[src/rtl/sparse_mac_pkg.sv]
// Shared widths, beat formats and skid-buffer states for the sparse MAC front end.
package sparse_mac_pkg;

    localparam int SKIP_W  = 8;
    localparam int VALUE_W = 8;
    localparam int INDEX_W = 16;

    typedef struct packed {
        logic [SKIP_W-1:0]  skip;
        logic [VALUE_W-1:0] value;
    } sram_data_t;

    typedef struct packed {
        logic [INDEX_W-1:0] index;
        logic [VALUE_W-1:0] value;
    } decoder_data_t;

    typedef enum logic [1:0] {
        SKID_EMPTY,
        SKID_ONE,
        SKID_FULL
    } skid_state_e;

    // Absolute position of a nonzero: wraps silently at 2^INDEX_W.
    function automatic logic [INDEX_W-1:0] abs_index(input logic [INDEX_W-1:0] cnt,
                                                     input logic [SKIP_W-1:0]  skip);
        return cnt + INDEX_W'(skip);
    endfunction

endpackage

[src/rtl/sparse_dec_skid.sv]
// Generic 2-entry valid/ready skid buffer with a registered upstream ready and
// a registered head entry driving the downstream side.
module sparse_dec_skid
    import sparse_mac_pkg::*;
#(
    parameter type T = logic [7:0]
) (
    input  logic clk_i,
    input  logic rst_i,
    input  logic in_valid_i,
    output logic in_ready_o,
    input  T     in_data_i,
    output logic out_valid_o,
    input  logic out_ready_i,
    output T     out_data_o
);

    skid_state_e state_q, state_d;
    T            head_q, head_d;
    T            skid_q, skid_d;
    logic        ready_q;
    logic        push, pop;

    assign push = in_valid_i && in_ready_o;
    assign pop  = out_valid_o && out_ready_i;

    always_comb begin
        state_d = state_q;
        head_d  = head_q;
        skid_d  = skid_q;
        unique case (state_q)
            SKID_EMPTY: begin
                if (push) begin
                    head_d  = in_data_i;
                    state_d = SKID_ONE;
                end
            end
            SKID_ONE: begin
                if (push && pop) begin
                    head_d = in_data_i;
                end else if (push) begin
                    skid_d  = in_data_i;
                    state_d = SKID_FULL;
                end else if (pop) begin
                    state_d = SKID_EMPTY;
                end
            end
            SKID_FULL: begin
                if (pop) begin
                    head_d  = skid_q;
                    state_d = SKID_ONE;
                end
            end
            default: state_d = SKID_EMPTY;
        endcase
    end

    always_ff @(posedge clk_i) begin
        if (rst_i) begin
            state_q <= SKID_EMPTY;
            head_q  <= '0;
            ready_q <= 1'b1;
        end else begin
            state_q <= state_d;
            head_q  <= head_d;
            ready_q <= (state_d != SKID_FULL);
        end
    end

    // NOTE: the overflow entry is only read in SKID_FULL, so it needs no reset.
    always_ff @(posedge clk_i) begin
        skid_q <= skid_d;
    end

    // Ready is forced low while reset is held so no beat is taken mid-reset.
    assign in_ready_o  = ready_q && !rst_i;
    assign out_valid_o = (state_q != SKID_EMPTY);
    assign out_data_o  = head_q;

endmodule

[src/rtl/sparse_decoder.sv]
// Expands run-length-coded (skip, value) beats into absolute (index, value) pairs
// using a running element counter, buffered through a 2-entry skid stage.
module sparse_decoder
    import sparse_mac_pkg::*;
(
    input  logic          mac_clk,
    input  logic          mac_rst,
    input  logic          sram_valid_i,
    output logic          sram_ready_o,
    input  sram_data_t    sram_data_i,
    output logic          decoder_valid_o,
    input  logic          decoder_ready_i,
    output decoder_data_t decoder_data_o
);

    logic [INDEX_W-1:0] cnt_q, cnt_d;
    logic [INDEX_W-1:0] idx;
    logic               accept;
    decoder_data_t      push_data;

    assign accept = sram_valid_i && sram_ready_o;
    assign idx    = abs_index(cnt_q, sram_data_i.skip);

    always_comb begin
        cnt_d           = cnt_q;
        push_data.index = idx;
        push_data.value = sram_data_i.value;
        if (accept) begin
            cnt_d = idx + INDEX_W'(1);
        end
    end

    // NOTE: sequential state uses non-blocking assignments only.
    always_ff @(posedge mac_clk) begin
        if (mac_rst) begin
            cnt_q <= '0;
        end else begin
            cnt_q <= cnt_d;
        end
    end

    sparse_dec_skid #(
        .T (decoder_data_t)
    ) u_skid (
        .clk_i       (mac_clk),
        .rst_i       (mac_rst),
        .in_valid_i  (sram_valid_i),
        .in_ready_o  (sram_ready_o),
        .in_data_i   (push_data),
        .out_valid_o (decoder_valid_o),
        .out_ready_i (decoder_ready_i),
        .out_data_o  (decoder_data_o)
    );

endmodule

[config.mk]
export PLATFORM = sky130hd
export DESIGN_NAME = sparse_decoder
export DESIGN_NICKNAME = d
export VERILOG_FILES = /design/src/rtl/sparse_mac_pkg.sv /design/src/rtl/sparse_dec_skid.sv /design/src/rtl/sparse_decoder.sv
export SDC_FILE = /design/constraint.sdc
export NUM_CORES = 1
export LEC_CHECK = 0
export ABC_CLOCK_PERIOD_IN_PS = 8600
export CORE_UTILIZATION = 29
export DETAILED_ROUTE_END_ITERATION = 6
export GPL_ROUTABILITY_DRIVEN = 0
export PLACE_DENSITY = 0.51
export SKIP_LAST_GASP = 1
export SYNTH_ARGS = -nofsm -noshare
export SYNTH_HDL_FRONTEND = slang
export SYNTH_HIERARCHICAL = 1
export SYNTH_SLANG_ARGS = --single-unit
[constraint.sdc]
create_clock -name mac_clk -period 8.6 [get_ports mac_clk]
set_input_delay 2.58 -clock mac_clk [delete_from_list [all_inputs] [get_ports mac_clk]]
set_output_delay 2.58 -clock mac_clk [all_outputs]
set_load 0.05 [all_outputs]
==> flow_summary.yaml, run 1 <==
run_status:
  outcome: "finished, final reports clean"
clock_tree:
  cts.reportedPaths.clkPinSlew_ns: 0.05
  cts_tree: "done"
  clk_path_buf_depth: 2
  cts-root-buf: "clkbuf_16"
  h-tree-depth: 3
  cts_setup_buffers: 0
  clock-sinks: 67
  cts_resized: 0
  numCtsBuffers: 9
  holdBufCountCts: 0
  clk_latency_ns: 0.32
synthesis:
  synth_cell_type_count: 57
  synth.yosys.seq_area_share: 0.462
  yosys.area.top_type: "dfxtp_1"
  yosysTopAreaCellShare: 0.252
  yosys-mux-area-fraction: 0.00951
  synth_area_leaders: "dfxtp_1 (25%), edfxtp_1 (21%), o221a_1 (7.6%)"
  synthArstFlopShare: 0
  synth_compound_area_frac: 0.188
  synth_adder_area_share: 0.0388
  netlist_area_um2: 3420
  synth_top_family_by_area: "simple AND/OR/NAND/NOR gates"
  ys_ff_latch: 67
  synth_edf_count: 24
  synthSimpleGateAreaFrac: 0.198
  syn_area_per_cell_um2: 10.2
  synthFlopType: "dfxtp_1"
  synth.yosys.warnings: 6
  synth_nets: 367
  netlist_instances: 337
  synth_xor_area_frac: 0.0560
worst_setup_path:
  reg2reg_slack_ns: 5.34
  crit_type: "in2out"
  cp-end-kind: "primary output"
  slowest_delay_ns: 0.82
  crit_top_cell: "clkdlybuf4s50_1"
  crit_buf_inv: 2
  worstSetupStartpointType: "input pin"
  critPathTopFamily: "buffers and inverters"
  worst_ep_required_time_ns: 6.02
  crit_chain: "clkdlybuf4s50_1 > nor2b_1 > clkdlybuf4s50_1"
  cp_slowest_cell: "clkdlybuf4s50_1"
  path_max_fanout: 3
  arrival_ns: 4.01
timing:
  fin_crit_ns: 6.59
  max-slew-margin-rel: 0.301
  rsz0062_at_grt: "false"
  worst_slack_ns: 2.01
  timing.final.hold_violations: 0
  min_period_over_period: 0.766
  tns_ns: 0
  setup_violations: 0
  finalMaxSlewViolations: 0
  fmax_mhz: 152
  tightest_slew_ns: 1.05
  fin_skew_ns: 0.00666
drt:
  via_per_inst: 5.02
  dr.max_layer_used: "met4"
  totalWireLength_mm: 7.80
  vias: 2626
  drtIter0Drc: 96
  drc_errors: 0
  wl_met1_mm: 3.98
  ant_nets: 0
  route.met2.wl_mm: 3.46
  drtPass1Iterations: 6
  wire_per_inst_um: 14.9
  wl_met3_um: 250
die:
  die-area_um2: 12200
  io_pins: 46
  dieHeight_um: 111
  core.rowCount: 39
  placeableCoreArea_um2: 11500
  start_util: 0.298
  die_w_um: 111
finish:
  finalNetCount: 405
  fillers: 1142
  synthToLayoutAreaGrowth_pct: 22.8
  drive_gt1_frac: 0.0842
  antenna_cells: 0
global_route:
  grt_first_pass_wirelength_mm: 12.8
  grt_overflow_total: 0
  first_global_vias: 2518
  grt_usage: 0.132
  antenna_found_initial: 0
  grt_max_degree: 49
flow_run:
  cap_viol_max_count: 0
worst_hold_path:
  hold_class: "reg2reg"
placed_design:
  post-place-ws_ns: 2.02
  hpwl_mm: 5.22
  portBuffers: 45
power:
  ir_drop_uv: 89.0
  p_per_area_nw_per_um2: 207
  power.leakage_nw: 1.53
flip-flops by register name, summed over array words and instances (netlist names):
name / cells
u_skid/out_data_o: 24
u_skid/ready_q: 1
cnt_q: 16
u_skid/state_q: 2
u_skid/skid_q: 24
area by class of cell:
type | instances | area (µm²) | share of cell area
clock buffers | 12 | 246 | 0.0587
clock inverters | 4 | 16.3 | 0.00387
inverters | 9 | 33.8 | 0.00804
multi-input cells | 241 | 1680 | 0.399
flip-flops and latches | 67 | 1580 | 0.377
well taps | 143 | 179 | 0.0426
repair buffers | 47 | 465 | 0.111
Yosys cell counts (8+ instances only):
cell type  count
nor2_1        64
dfxtp_1       43
edfxtp_1      24
o221a_1       23
nand2_1       16
a21oi_1       15
nand3_1       11
xnor2_1       11
clkbuf_1       9
ha_1           9
inv_1          9
xor2_1         9
a211oi_1       8
or3_1          8
routing by layer:
| metal | GRT usage | vias to the layer above |
|---|---|---|
| met5 | 0 | - |
| met4 | 0.0480 | 0 |
| met3 | 0.0313 | 7 |
| met2 | 0.203 | 44 |
| met1 | 0.180 | 1259 |
| li1 | - | 1316 |
placed cells by master, fill, tap and decap left out, types with 3 or more instances in the layout:
master,count
nor2_1,63
clkdlybuf4s50_1,45
dfxtp_1,43
edfxtp_1,24
o221a_1,23
nand2_1,16
a21oi_1,15
xnor2_1,11
nand3_1,11
inv_1,9
xor2_1,9
ha_1,9
clkbuf_16,9
a211oi_1,8
or3_1,8
o211ai_1,5
o21ai_0,5
nand4_1,4
nor2b_1,4
nor3_1,3
o311ai_0,3
nand3b_1,3
clkinv_1,3
worst paths after layout:
path / start / to / cells after the start
min: cnt_q[1]$_SDFFE_PP0P_ / cnt_q[1]$_SDFFE_PP0P_ / 2
min reg2reg: cnt_q[1]$_SDFFE_PP0P_ / cnt_q[1]$_SDFFE_PP0P_ / 2
max reg2reg: cnt_q[0]$_SDFFE_PP0P_ / cnt_q[14]$_SDFFE_PP0P_ / 11
max: mac_rst / sram_ready_o / 3
cell families (layout without fill, tap and decap cells):
family                     after synthesis  in the layout
adders and majority gates               10             10
and+or+nand+nor                        133            133
muxes                                    3              3
DFF                                     67             67
buffers and inverters                   29             72
AOI/OAI and AO/OA                       74             74
xor gates and xnor gates                21             21
metrics by stage:
step | cells | hold WS [ns] | power [mW] | cell area (µm²) | utilization
after floorplan | 337 | 0.453 | 0.498 | 3420 | -
after global placement | 507 | 0.482 | 0.550 | 3940 | 0.343
after detailed placement | 507 | 0.490 | 0.551 | 3940 | 0.343
after CTS | 523 | 0.500 | 0.879 | 4200 | 0.366
after global routing | 523 | 0.512 | 0.910 | 4200 | 0.366
final | 523 | 0.501 | 0.868 | 4200 | 0.366
worst register-to-register path, cell delays in order, from the launching register on:
cell and delay [ns]:
dfxtp_1 0.33, ha_1 0.21, inv_1 0.07, fa_1 0.42, nand2b_1 0.20, a211oi_2 0.35, o211ai_1 0.18, a21oi_1 0.21
xor2_1 0.38, nand2_1 0.21, or4_1 0.54, nand3_1 0.09
power by group:
| group | switching [mW] | internal, mW | leakage, nW | total (mW) |
|---|---|---|---|---|
| Sequential | 0.0108 | 0.348 | 0.582 | 0.358 |
| Clock | 0.124 | 0.199 | 0.129 | 0.324 |
| Combinational | 0.117 | 0.0692 | 0.818 | 0.186 |
| Total | 0.252 | 0.616 | 1.53 | 0.868 |
(Power assumes the default switching activity.)
==> run 2: changes to the inputs <==
Settings changed: ABC_CLOCK_PERIOD_IN_PS 8600 to 6300.
Clock period 8.6 ns to 6.3 ns, I/O delays scaled along.
==> run 2 against run 1 <==
Compared with the run above: critical path depth is 9 higher; non-clock buffer count did not move; critical path type is now in2reg; cell area grew 1.5%; core utilization up 0.57 points; register-to-register slack lost 2.3 ns; worst setup slack got worse by 0.67 ns; power increased by 47%; clock skew decreased by 0.0020 ns; worst hold slack worse by 0.018 ns.
==> flow_summary.yaml, run 2 (synthesis results as in run 1) <==
worst_setup_path:
  worst_ep_required_time_ns: 6.56
  cp-end-kind: "flip-flop"
  crit_chain: "clkdlybuf4s50_1 > ha_1 > inv_1 > fa_1 > nand2b_1 > a211oi_2 > o211ai_1 > a21oi_1 > xor2_1 > nand2_1 > or4_1 > nand3_1"
  crit_type: "in2reg"
  path_max_fanout: 6
  arrival_ns: 5.22
  cp_slowest_cell: "or4_1"
  slowest_delay_ns: 0.54
  worstSetupStartpointType: "input pin"
global_route:
  first_global_vias: 2535
  grt_max_degree: 49
  antenna_found_initial: 0
  grt_first_pass_wirelength_mm: 13.0
  grt_overflow_total: 0
  grt_usage: 0.133
timing:
  timing.final.hold_violations: 0
  holdWs_ns: 0.482
  min_period_over_period: 0.787
  tns_ns: 0
  max-slew-margin-rel: 0.296
  rsz0062_at_grt: "false"
  tightest_slew_ns: 1.05
  fin_skew_ns: 0.00464
  fmax_mhz: 202
  setup_violations: 0
  finalMaxSlewViolations: 0
  fin_crit_ns: 4.96
power:
  power.leakage_nw: 1.55
  pwr-share-clk: 0.418
  power_frac_seq: 0.382
  p_sw_mw: 0.361
  pwr-share-comb: 0.200
  p_per_area_nw_per_um2: 300
  internal_power_mw: 0.917
  switching_share: 0.283
  ir_drop_uv: 139
clock_tree:
  cts.reportedPaths.clkPinSlew_ns: 0.06
  h-tree-depth: 3
  clk_path_buf_depth: 2
  cts_resized: 0
  clk_latency_ns: 0.32
  cts_setup_buffers: 0
  holdBufCountCts: 0
  clock-sinks: 67
  cts_tree: "done"
  cts-root-buf: "clkbuf_16"
  numCtsBuffers: 9
die:
  dieHeight_um: 111
  die_w_um: 111
  die-area_um2: 12200
  io_pins: 46
  placeableCoreArea_um2: 11500
  core.rowCount: 39
  start_util: 0.298
finish:
  synthToLayoutAreaGrowth_pct: 24.7
  drive_gt1_frac: 0.0974
  finalNetCount: 405
  antenna_cells: 0
  mostFrequentLayoutCells: "nor2_1 (63), clkdlybuf4s50_1 (44), dfxtp_1 (43)"
  mostFrequentLayoutCell: "nor2_1"
  utilization: 0.372
placed_design:
  portBuffers: 45
  hpwl_mm: 5.13
drt:
  ant_nets: 0
  totalWireLength_mm: 7.78
  drtPass1Iterations: 4
  drtIter0Drc: 138
  via_per_inst: 5.03
  drc_errors: 0
  wire_per_inst_um: 14.9
  vias: 2631
flow_run:
  cap_viol_max_count: 0
worst_hold_path:
  hold_class: "reg2reg"
run_status:
  outcome: "finished, final reports clean"
==> run 2: cell types whose count changed in the layout (fill, tap and decap cells not counted), sizes merged <==
cell | before | now
buf | 2 | 3
bufinv | 0 | 2
clkbuf | 12 | 10
clkdlybuf4s50 | 45 | 44
clkinv | 4 | 1
clkinvlp | 0 | 2
inv | 9 | 10
==> run 2: per-layer routing <==
| layer | global-route usage | part of all wire |
|---|---|---|
| met3 | 0.0274 | 0.040 |
| met2 | 0.195 | 0.44 |
| met4 | 0.0578 | 0.014 |
| met1 | 0.187 | 0.51 |
| met5 | 0 | 0 |
==> run 2: through the flow <==
stage | cell area [µm²] | instances | power [mW] | setup slack, ns
3_5_place_dp | 3950 | 507 | 0.752 | 1.02
4_1_cts | 4270 | 523 | 1.29 | 1.33
6_report | 4270 | 523 | 1.28 | 1.34
3_3_place_gp | 3950 | 507 | 0.753 | 1.07
5_1_grt | 4270 | 523 | 1.34 | 1.01
2_1_floorplan | 3420 | 337 | 0.680 | 1.45
==> run 2: area by class of cell <==
type,count,area [µm²]
Fill cell,1162,7200
Multi-Input combinational cell,241,1680
Sequential cell,67,1580
Timing Repair Buffer,47,475
Clock buffer,10,229
Tap cell,143,179
Clock inverter,6,88.8
Inverter,9,33.8
==> run 2: critical path, delay by kind of cell <==
family                     cells  cell delay [ns]
and+or+nand+nor                4             1.07
xor gates and xnor gates       1             0.40
AOI/OAI and AO/OA              3             0.71
adders and majority gates      2             0.63
buffers and inverters          2             0.52
==> run 2: worst paths after layout <==
path                                            start  slack (ns)                endpoint  depth (start not counted)
worst max-delay path                   sram_data_i[8]        1.34  cnt_q[15]$_SDFFE_PP0P_                         12
worst min-delay path            cnt_q[1]$_SDFFE_PP0P_        0.48   cnt_q[1]$_SDFFE_PP0P_                          2
worst max register to register  cnt_q[0]$_SDFFE_PP0P_        3.04  cnt_q[15]$_SDFFE_PP0P_                         11
worst min register to register  cnt_q[1]$_SDFFE_PP0P_        0.48   cnt_q[1]$_SDFFE_PP0P_                          2
==> run 2: power by group through the flow <==
stage	clock network [mW]	logic (mW)	registers (mW)
after global routing	0.570	0.275	0.491
final	0.534	0.255	0.488
after floorplan	0	0.131	0.549
after detailed placement	0	0.254	0.498
after global placement	0	0.255	0.498
after CTS	0.548	0.257	0.489
==> run 3: changes to the inputs <==
Settings changed: ABC_CLOCK_PERIOD_IN_PS 6300 to 4800.
Clock period 6.3 ns to 4.8 ns, I/O delays scaled along.
==> run 3 against run 2 <==
Compared with the run above: sequential power grew 31%; power grew 29%; sequential cell count unchanged; final cell count grew 1.3%; first-iteration DRC count increased by 5.8%; global-route usage is 0.59 points higher; non-clock buffer count grew 7; critical path depth stayed put; largest power group unchanged; highest routed layer unchanged.
==> flow_summary.yaml, run 3 (synthesis results as in run 1) <==
run_status:
  outcome: "finished, final reports clean"
timing:
  rsz0062_at_grt: "false"
  worst_slack_ns: 0.596
  fin_crit_ns: 4.20
  fin_skew_ns: 0.00592
  max-slew-margin-rel: 0.500
  tightest_slew_ns: 0.749
  setup_violations: 0
  min_period_over_period: 0.876
  fmax_mhz: 238
  finalMaxSlewViolations: 0
  timing.final.hold_violations: 0
  tns_ns: 0
finish:
  antenna_cells: 0
  mostFrequentLayoutCell: "nor2_1"
  finalNetCount: 412
  utilization: 0.375
  synthToLayoutAreaGrowth_pct: 25.7
  mostFrequentLayoutCells: "nor2_1 (63), clkdlybuf4s50_1 (44), dfxtp_1 (43)"
  drive_gt1_frac: 0.116
global_route:
  grt_first_pass_wirelength_mm: 13.4
  grt_usage: 0.139
  grt_max_degree: 49
  grt_overflow_total: 0
  first_global_vias: 2595
  antenna_found_initial: 0
worst_hold_path:
  hold-path-cell-count: 2
  hold_class: "reg2reg"
die:
  die_w_um: 111
  die-area_um2: 12200
  dieHeight_um: 111
  placeableCoreArea_um2: 11500
  start_util: 0.298
  core.rowCount: 39
  io_pins: 46
worst_setup_path:
  reg2reg_depth: 11
  path_max_fanout: 6
  worstSetupStartpointType: "input pin"
  reg2reg_slack_ns: 1.85
  cp-startpoint: "sram_data_i[8]"
  worst_ep_required_time_ns: 5.07
  r2r-start: "cnt_q[0]$_SDFFE_PP0P_"
  arrival_ns: 4.48
  cp-endpoint: "cnt_q[14]$_SDFFE_PP0P_"
  crit_type: "in2reg"
  cp-end-kind: "flip-flop"
  r2r_end: "cnt_q[14]$_SDFFE_PP0P_"
clock_tree:
  cts_tree: "done"
  cts-root-buf: "clkbuf_16"
  clk_path_buf_depth: 2
  clock-sinks: 67
  cts.reportedPaths.clkPinSlew_ns: 0.06
  cts_setup_buffers: 0
  clk_latency_ns: 0.33
  holdBufCountCts: 0
  cts_resized: 0
  h-tree-depth: 3
  numCtsBuffers: 9
power:
  total_power_mw: 1.65
  power.leakage_nw: 1.59
  p_per_area_nw_per_um2: 384
  ir_drop_uv: 151
drt:
  drtPass1Iterations: 6
  ant_nets: 0
  drc_errors: 0
  totalWireLength_mm: 7.99
  vias: 2689
  via_per_inst: 5.07
  drtIter0Drc: 146
  wire_per_inst_um: 15.1
flow_run:
  cap_viol_max_count: 0
placed_design:
  hpwl_mm: 5.28
  post-place-ws_ns: 0.287
  portBuffers: 45
[run 3: worst min path at each step]
| stage | start | endpoint | slack (ns) |
|---|---|---|---|
| after global routing | cnt_q[1]$_SDFFE_PP0P_ | cnt_q[1]$_SDFFE_PP0P_ | 0.52 |
| after detailed placement | cnt_q[1]$_SDFFE_PP0P_ | cnt_q[1]$_SDFFE_PP0P_ | 0.49 |
| final | cnt_q[1]$_SDFFE_PP0P_ | cnt_q[1]$_SDFFE_PP0P_ | 0.50 |
| after CTS | cnt_q[1]$_SDFFE_PP0P_ | cnt_q[1]$_SDFFE_PP0P_ | 0.50 |
| after global placement | cnt_q[1]$_SDFFE_PP0P_ | cnt_q[1]$_SDFFE_PP0P_ | 0.49 |
| after floorplan | cnt_q[1]$_SDFFE_PP0P_ | cnt_q[1]$_SDFFE_PP0P_ | 0.45 |
[run 3: report_power, final]
group	leakage, nW	internal, mW	switching [mW]
clock	0.150	0.405	0.258
combinational	0.856	0.134	0.213
sequential	0.582	0.622	0.0191
total	1.59	1.16	0.491
[run 3: metal layers]
metal  share of wire  track usage  vias to the layer above
li1                -            -                     1330
met1            0.51        0.194                     1287
met2            0.44        0.205                       59
met3           0.035       0.0291                       13
met4           0.016       0.0613                        0
met5               0            0                        -
[run 3: area by class of cell]
cell class	instances	area (µm²)
Sequential cell	67	1580
Tap cell	143	179
Multi-Input combinational cell	241	1680
Clock buffer	9	225
Timing Repair Buffer	54	528
Fill cell	1151	7170
Clock inverter	7	75.1
Inverter	9	33.8
[run 3: critical path: stages]
cell             delay [ns]
clkdlybuf4s50_1        0.46
ha_1                   0.19
inv_1                  0.06
fa_1                   0.42
nand2b_1               0.20
a211oi_2               0.33
o211ai_1               0.18
a21oi_1                0.21
xor2_1                 0.21
nand2_1                0.15
or4_1                  0.53
nand3_1                0.09
[run 3: stage by stage]
step                      instances  area, µm²  hold slack, ns
after floorplan                 337       3420           0.453
after global placement          514       4000           0.485
after detailed placement        514       4000           0.491
after CTS                       530       4300           0.501
after global routing            530       4300           0.522
final                           530       4300           0.496
==> edit 1, RTL diff (settings of run 2) <==
Set the package constant `SKIP_W` to 7 (it was 8).
--- a/src/rtl/sparse_mac_pkg.sv
+++ b/src/rtl/sparse_mac_pkg.sv
@@ -1,7 +1,7 @@
 // Shared widths, beat formats and skid-buffer states for the sparse MAC front end.
 package sparse_mac_pkg;
 
-    localparam int SKIP_W  = 8;
+    localparam int SKIP_W  = 7;
     localparam int VALUE_W = 8;
     localparam int INDEX_W = 16;
 
Ports: changed (resized sram_data_i); port bits go from 46 to 45. No check against the original RTL was run, so the function may have changed too.
==> edit 1 against run 2 <==
Setup slack better by 0.12 ns. Count of clock-buffer cells in the layout shrank 1. Power shrank 4.9%. Sequential power hardly changed. Sequential cell count unchanged. Via count about the same. Worst hold slack gained 0.017 ns. First-iteration DRC count rose by 18%. Sequential share of layout area rose by 0.45 points. Core utilization fell by 0.29 points. Cell area fell by 1.2%. Clock power is 7.9% lower. Routed wire length is 1.2% lower. Area after synthesis decreased by 0.77%. Critical path type unchanged. Largest cell class unchanged. Largest power group unchanged.
==> edit 1: results (changes against run 2) <==
[finish]
fillers=1156  ; -0.52%
instances_no_fill=522  ; -0.19%
drive_above_1_share=0.0897  ; -0.00766
nets=402  ; -0.74%
stdcell_area_um2=4210  ; -1.2%

[sta]
skew_ns=0.00436  ; -0.000283 ns

[route]
postRouteWirelength_um=7690  ; -1.2%
drt_first_pass_iters=6  ; +2
vias_per_cell=5.04  ; +0.12%

[worst_setup_path]
cp_slowest_cell=fa_1
crit_fanout=3  ; -3
cp_slowest_stage_delay_ns=0.43  ; -0.11 ns

[synthesis]
synth_commonest_cells=nor2_1, dfxtp_1, edfxtp_1
syn_inst=339  ; +0.59%
netlist_top_cells_area=dfxtp_1, edfxtp_1, nor2_1, o221a_1, xnor2_1
yosysSeqAreaShare=0.466  ; +0.00358

[global_route]
grt_pass1_wl_um=12600  ; -3.6%
gr-usage-all-layers=0.136  ; +0.00355
grt_max_degree=48  ; -2.0%

[placement]
dp_slack_ns=1.18  ; +0.169 ns
dp.cells=506  ; -0.20%
hpwl_um=5240  ; +2.2%

[power_and_ir_drop]
peakVddDrop_v=0.000171  ; +24%
total_leakage_power_nw=1.52  ; -2.1%

[outcome]
run_status=finished, final reports clean

-- edit 1: layout make-up --
cell class                      instances  share of cell area
Tap cell                              143              0.0425
Inverter                                9             0.00802
Sequential cell                        67               0.375
Timing Repair Buffer                   46               0.110
Multi-Input combinational cell        241               0.394
Clock buffer                            9              0.0534
Clock inverter                          7              0.0163
-- edit 1: power groups by stage --
stage	registers, mW	clock network [mW]	logic, mW
floorplan	0.547	0	0.115
global placement	0.497	0	0.237
detailed placement	0.497	0	0.236
CTS	0.488	0.504	0.237
global route	0.491	0.528	0.254
finish	0.488	0.492	0.235
-- edit 1: cell families after synthesis --
family	count (synthesis)	share of synthesized area
compound gates	70	0.180
xor+xnor	23	0.0649
fa+ha+maj	9	0.0354
buf+inv	31	0.0457
flops	67	0.466
mux	5	0.0162
simple gates	134	0.192
-- edit 1: path summary, 6_finish.rpt --
path,to,slack [ns],depth (start not counted)
setup / recovery,cnt_q[15]$_SDFFE_PP0P_,1.46,11
hold / removal,cnt_q[1]$_SDFFE_PP0P_,0.50,2
setup reg to reg,cnt_q[15]$_SDFFE_PP0P_,3.14,10
hold reg to reg,cnt_q[1]$_SDFFE_PP0P_,0.50,2
-- edit 1: worst register-to-register path, stage by stage (launching register included) --
cell	delay, ns
dfxtp_1	0.31
ha_1	0.22
fa_1	0.43
a211oi_1	0.34
nor3b_1	0.15
nor4b_2	0.37
nand4_1	0.22
nor3_1	0.32
nand4_1	0.15
o22ai_1	0.21
mux2_1	0.33
-- edit 1: routing by layer --
| layer | global-route usage | wire, um |
|---|---|---|
| met5 | 0 | 0 |
| met4 | 0.0705 | 136 |
| met3 | 0.0288 | 334 |
| met2 | 0.213 | 3420 |
| met1 | 0.177 | 3800 |
==> edit 2, RTL diff (settings of run 2) <==
Without the edit above. Reset style: asynchronous (`mac_rst` and `rst_i`), changed in 2 clocked blocks.
--- a/src/rtl/sparse_dec_skid.sv
+++ b/src/rtl/sparse_dec_skid.sv
@@ -55,7 +55,7 @@
         endcase
     end
 
-    always_ff @(posedge clk_i) begin
+    always_ff @(posedge clk_i or posedge rst_i) begin
         if (rst_i) begin
             state_q <= SKID_EMPTY;
             head_q  <= '0;
--- a/src/rtl/sparse_decoder.sv
+++ b/src/rtl/sparse_decoder.sv
@@ -31,7 +31,7 @@
     end
 
     // NOTE: sequential state uses non-blocking assignments only.
-    always_ff @(posedge mac_clk) begin
+    always_ff @(posedge mac_clk or posedge mac_rst) begin
         if (mac_rst) begin
             cnt_q <= '0;
         end else begin
Function: differs if mac_rst is asserted again (counterexample within 4 cycles, from zero or initial values and one cycle with mac_rst high); with mac_rst held inactive, the same outputs for 4 cycles.
==> edit 2 against run 2 <==
Cell area grew 4.2%. Setup slack lost 0.37 ns. Sequential cell count is the same. Global-route usage grew 1.4 points. Fmax shrank 6.9%. Count of clock-buffer cells in the layout grew 1. Critical path type is now primary input to primary output. Routed wire length grew 10%. Area after synthesis grew 5.0%.
Power is not compared: it rests on default switching activity, and its combinational part moved more than twofold at a synthesized area within 25%.
==> edit 2: results (changes against run 2) <==
[hold_path]
min_path_type=flop to flop
hold_end=cnt_q[7]$_DFFE_PP0P_
hp-start=cnt_q[7]$_DFFE_PP0P_
hold_depth=2  ; unchanged

[route]
dr.max_layer_used=met4
postRouteWirelength_um=8560  ; +10%
wl_met1_um=4360  ; +9.8%
dr_wl_met2_um=3740  ; +10%
vias_per_cell=4.96  ; -1.5%
drt_first_pass_iters=4  ; unchanged
drtIter0Drc=157  ; +14%
wl_met3_um=357  ; +15%

[synthesis]
syn_nets=359  ; -2.2%
ys_types=56  ; -1.8%
async_flop_share=0.642  ; +0.642
yosysSeqAreaShare=0.501  ; +0.0384
yosys_warnings=6  ; unchanged
synth_edf_count=24  ; unchanged
netlist_top_cells_area=dfrtp_1, edfxtp_1, a21oi_1, o32ai_1, xnor2_1
ys.flop_type=dfrtp_1
synth_commonest_cells=a21oi_1, dfrtp_1, nand2_1

[finish]
antenna_cells=0  ; unchanged
nets=398  ; -1.7%
drive_above_1_share=0.107  ; +0.00987
fillers=1220  ; +5.0%

[power_and_ir_drop]
total_leakage_power_nw=1.66
peakVddDrop_v=0.000201

[clock_network]
cts.path.max_buffers=2  ; unchanged
htreeDepth=3  ; unchanged
post_cts_buffers=0  ; unchanged
cts_resized=0  ; unchanged
cts_made_buffers=9  ; unchanged
clock_latency_ns=0.33

[global_route]
grt_pass1_wl_um=14500  ; +11%
grt_max_degree=31  ; -37%
antenna_found_initial=0  ; unchanged
gr-usage-all-layers=0.146  ; +0.0137
grt_pass1_vias=2630  ; +3.7%

[sta]
slew_violations=0  ; unchanged
slew_headroom=0.180  ; -0.116
skew_ns=0.00563  ; +0.000984 ns

[placement]
hpwl_um=5640  ; +10%
io_buffers=45  ; unchanged

[worst_setup_path]
crit_fanout=6  ; unchanged
critical-path-top-delay-family=buffers and inverters
r2r_end=cnt_q[13]$_DFFE_PP0P_
rr_startpoint=cnt_q[0]$_DFFE_PP0P_
r2r_cells=11  ; unchanged
rrSetupSlack_ns=3.42  ; +0.38 ns
cp_slowest_stage_delay_ns=0.83  ; +0.29 ns
cp_slowest_cell=clkdlybuf4s50_1
worstPathArrival_ns=3.44  ; -1.78 ns

[outcome]
run_status=finished, final reports clean

==> edit 2: cell count changes in the layout (fill, tap and decap cells not counted), moves of 23 or more <==
cell     change
a21oi_1     +42
dfrtp_1     +42
dfxtp_1     -43
nor2_1      -57
o221a_1     -23
o32ai_1     +24
==> edit 2: kinds of logic (layout without fill, tap and decap cells) <==
kind of cell / Yosys count / after routing / synth area share
mux: 1 / 1 / 0.00279
flops: 67 / 67 / 0.501
simple gates: 73 / 73 / 0.122
fa+ha+maj: 10 / 10 / 0.0369
buf+inv: 32 / 76 / 0.0443
compound gates: 118 / 118 / 0.221
xor+xnor: 28 / 28 / 0.0725
==> edit 2: worst max-delay path by stage <==
| stage | from | end | depth (start not counted) |
|---|---|---|---|
| 2_1_floorplan | mac_rst | sram_ready_o | 1 |
| 5_1_grt | mac_rst | sram_ready_o | 3 |
| 6_report | mac_rst | sram_ready_o | 3 |
| 3_3_place_gp | mac_rst | sram_ready_o | 3 |
| 4_1_cts | mac_rst | sram_ready_o | 3 |
| 3_5_place_dp | mac_rst | sram_ready_o | 3 |
==> edit 2: cell type report <==
| type | count | area [um2] | area share |
|---|---|---|---|
| Timing Repair Buffer | 49 | 480 | 0.108 |
| Clock buffer | 11 | 243 | 0.0546 |
| Inverter | 11 | 41.3 | 0.00929 |
| Sequential cell | 67 | 1800 | 0.405 |
| Tap cell | 168 | 210 | 0.0473 |
| Multi-Input combinational cell | 230 | 1630 | 0.368 |
| Clock inverter | 5 | 37.5 | 0.00845 |
==> edit 2: through the flow <==
step / std cells / worst slack [ns] / hold slack [ns] / area [um2] / util
after global placement: 525 / 1.00 / 0.467 / 4160 / 0.345
final: 541 / 0.973 / 0.490 / 4440 / 0.368
after CTS: 541 / 0.968 / 0.499 / 4440 / 0.368
after global routing: 541 / 0.886 / 0.522 / 4440 / 0.368
after floorplan: 329 / 1.78 / 0.454 / 3590 / -
after detailed placement: 525 / 0.983 / 0.485 / 4160 / 0.345
==> edit 2: worst reg2reg max path, cell delays in order (launching register included) <==
cell and delay, ns:
dfrtp_1 0.36, ha_1 0.18, inv_1 0.05, fa_1 0.39, and2b_1 0.25, o211ai_2 0.17
a21oi_2 0.21, xor2_2 0.37, nand4_4 0.19, or2_1 0.30, a211oi_1 0.21, a21oi_1 0.10
==> edit 2: where the power goes <==
| part | total [mW] | switching [mW] | internal (mW) |
|---|---|---|---|
| registers | 0.654 | 0.0734 | 0.580 |
| logic | 1.02 | 0.667 | 0.355 |
| clock network | 0.475 | 0.196 | 0.279 |
==> edit 2: metal layers <==
metal | global-route usage | vias up
met5 | 0 | -
met4 | 0.0474 | 0
met3 | 0.0386 | 11
met2 | 0.218 | 52
met1 | 0.206 | 1305
li1 | - | 1314
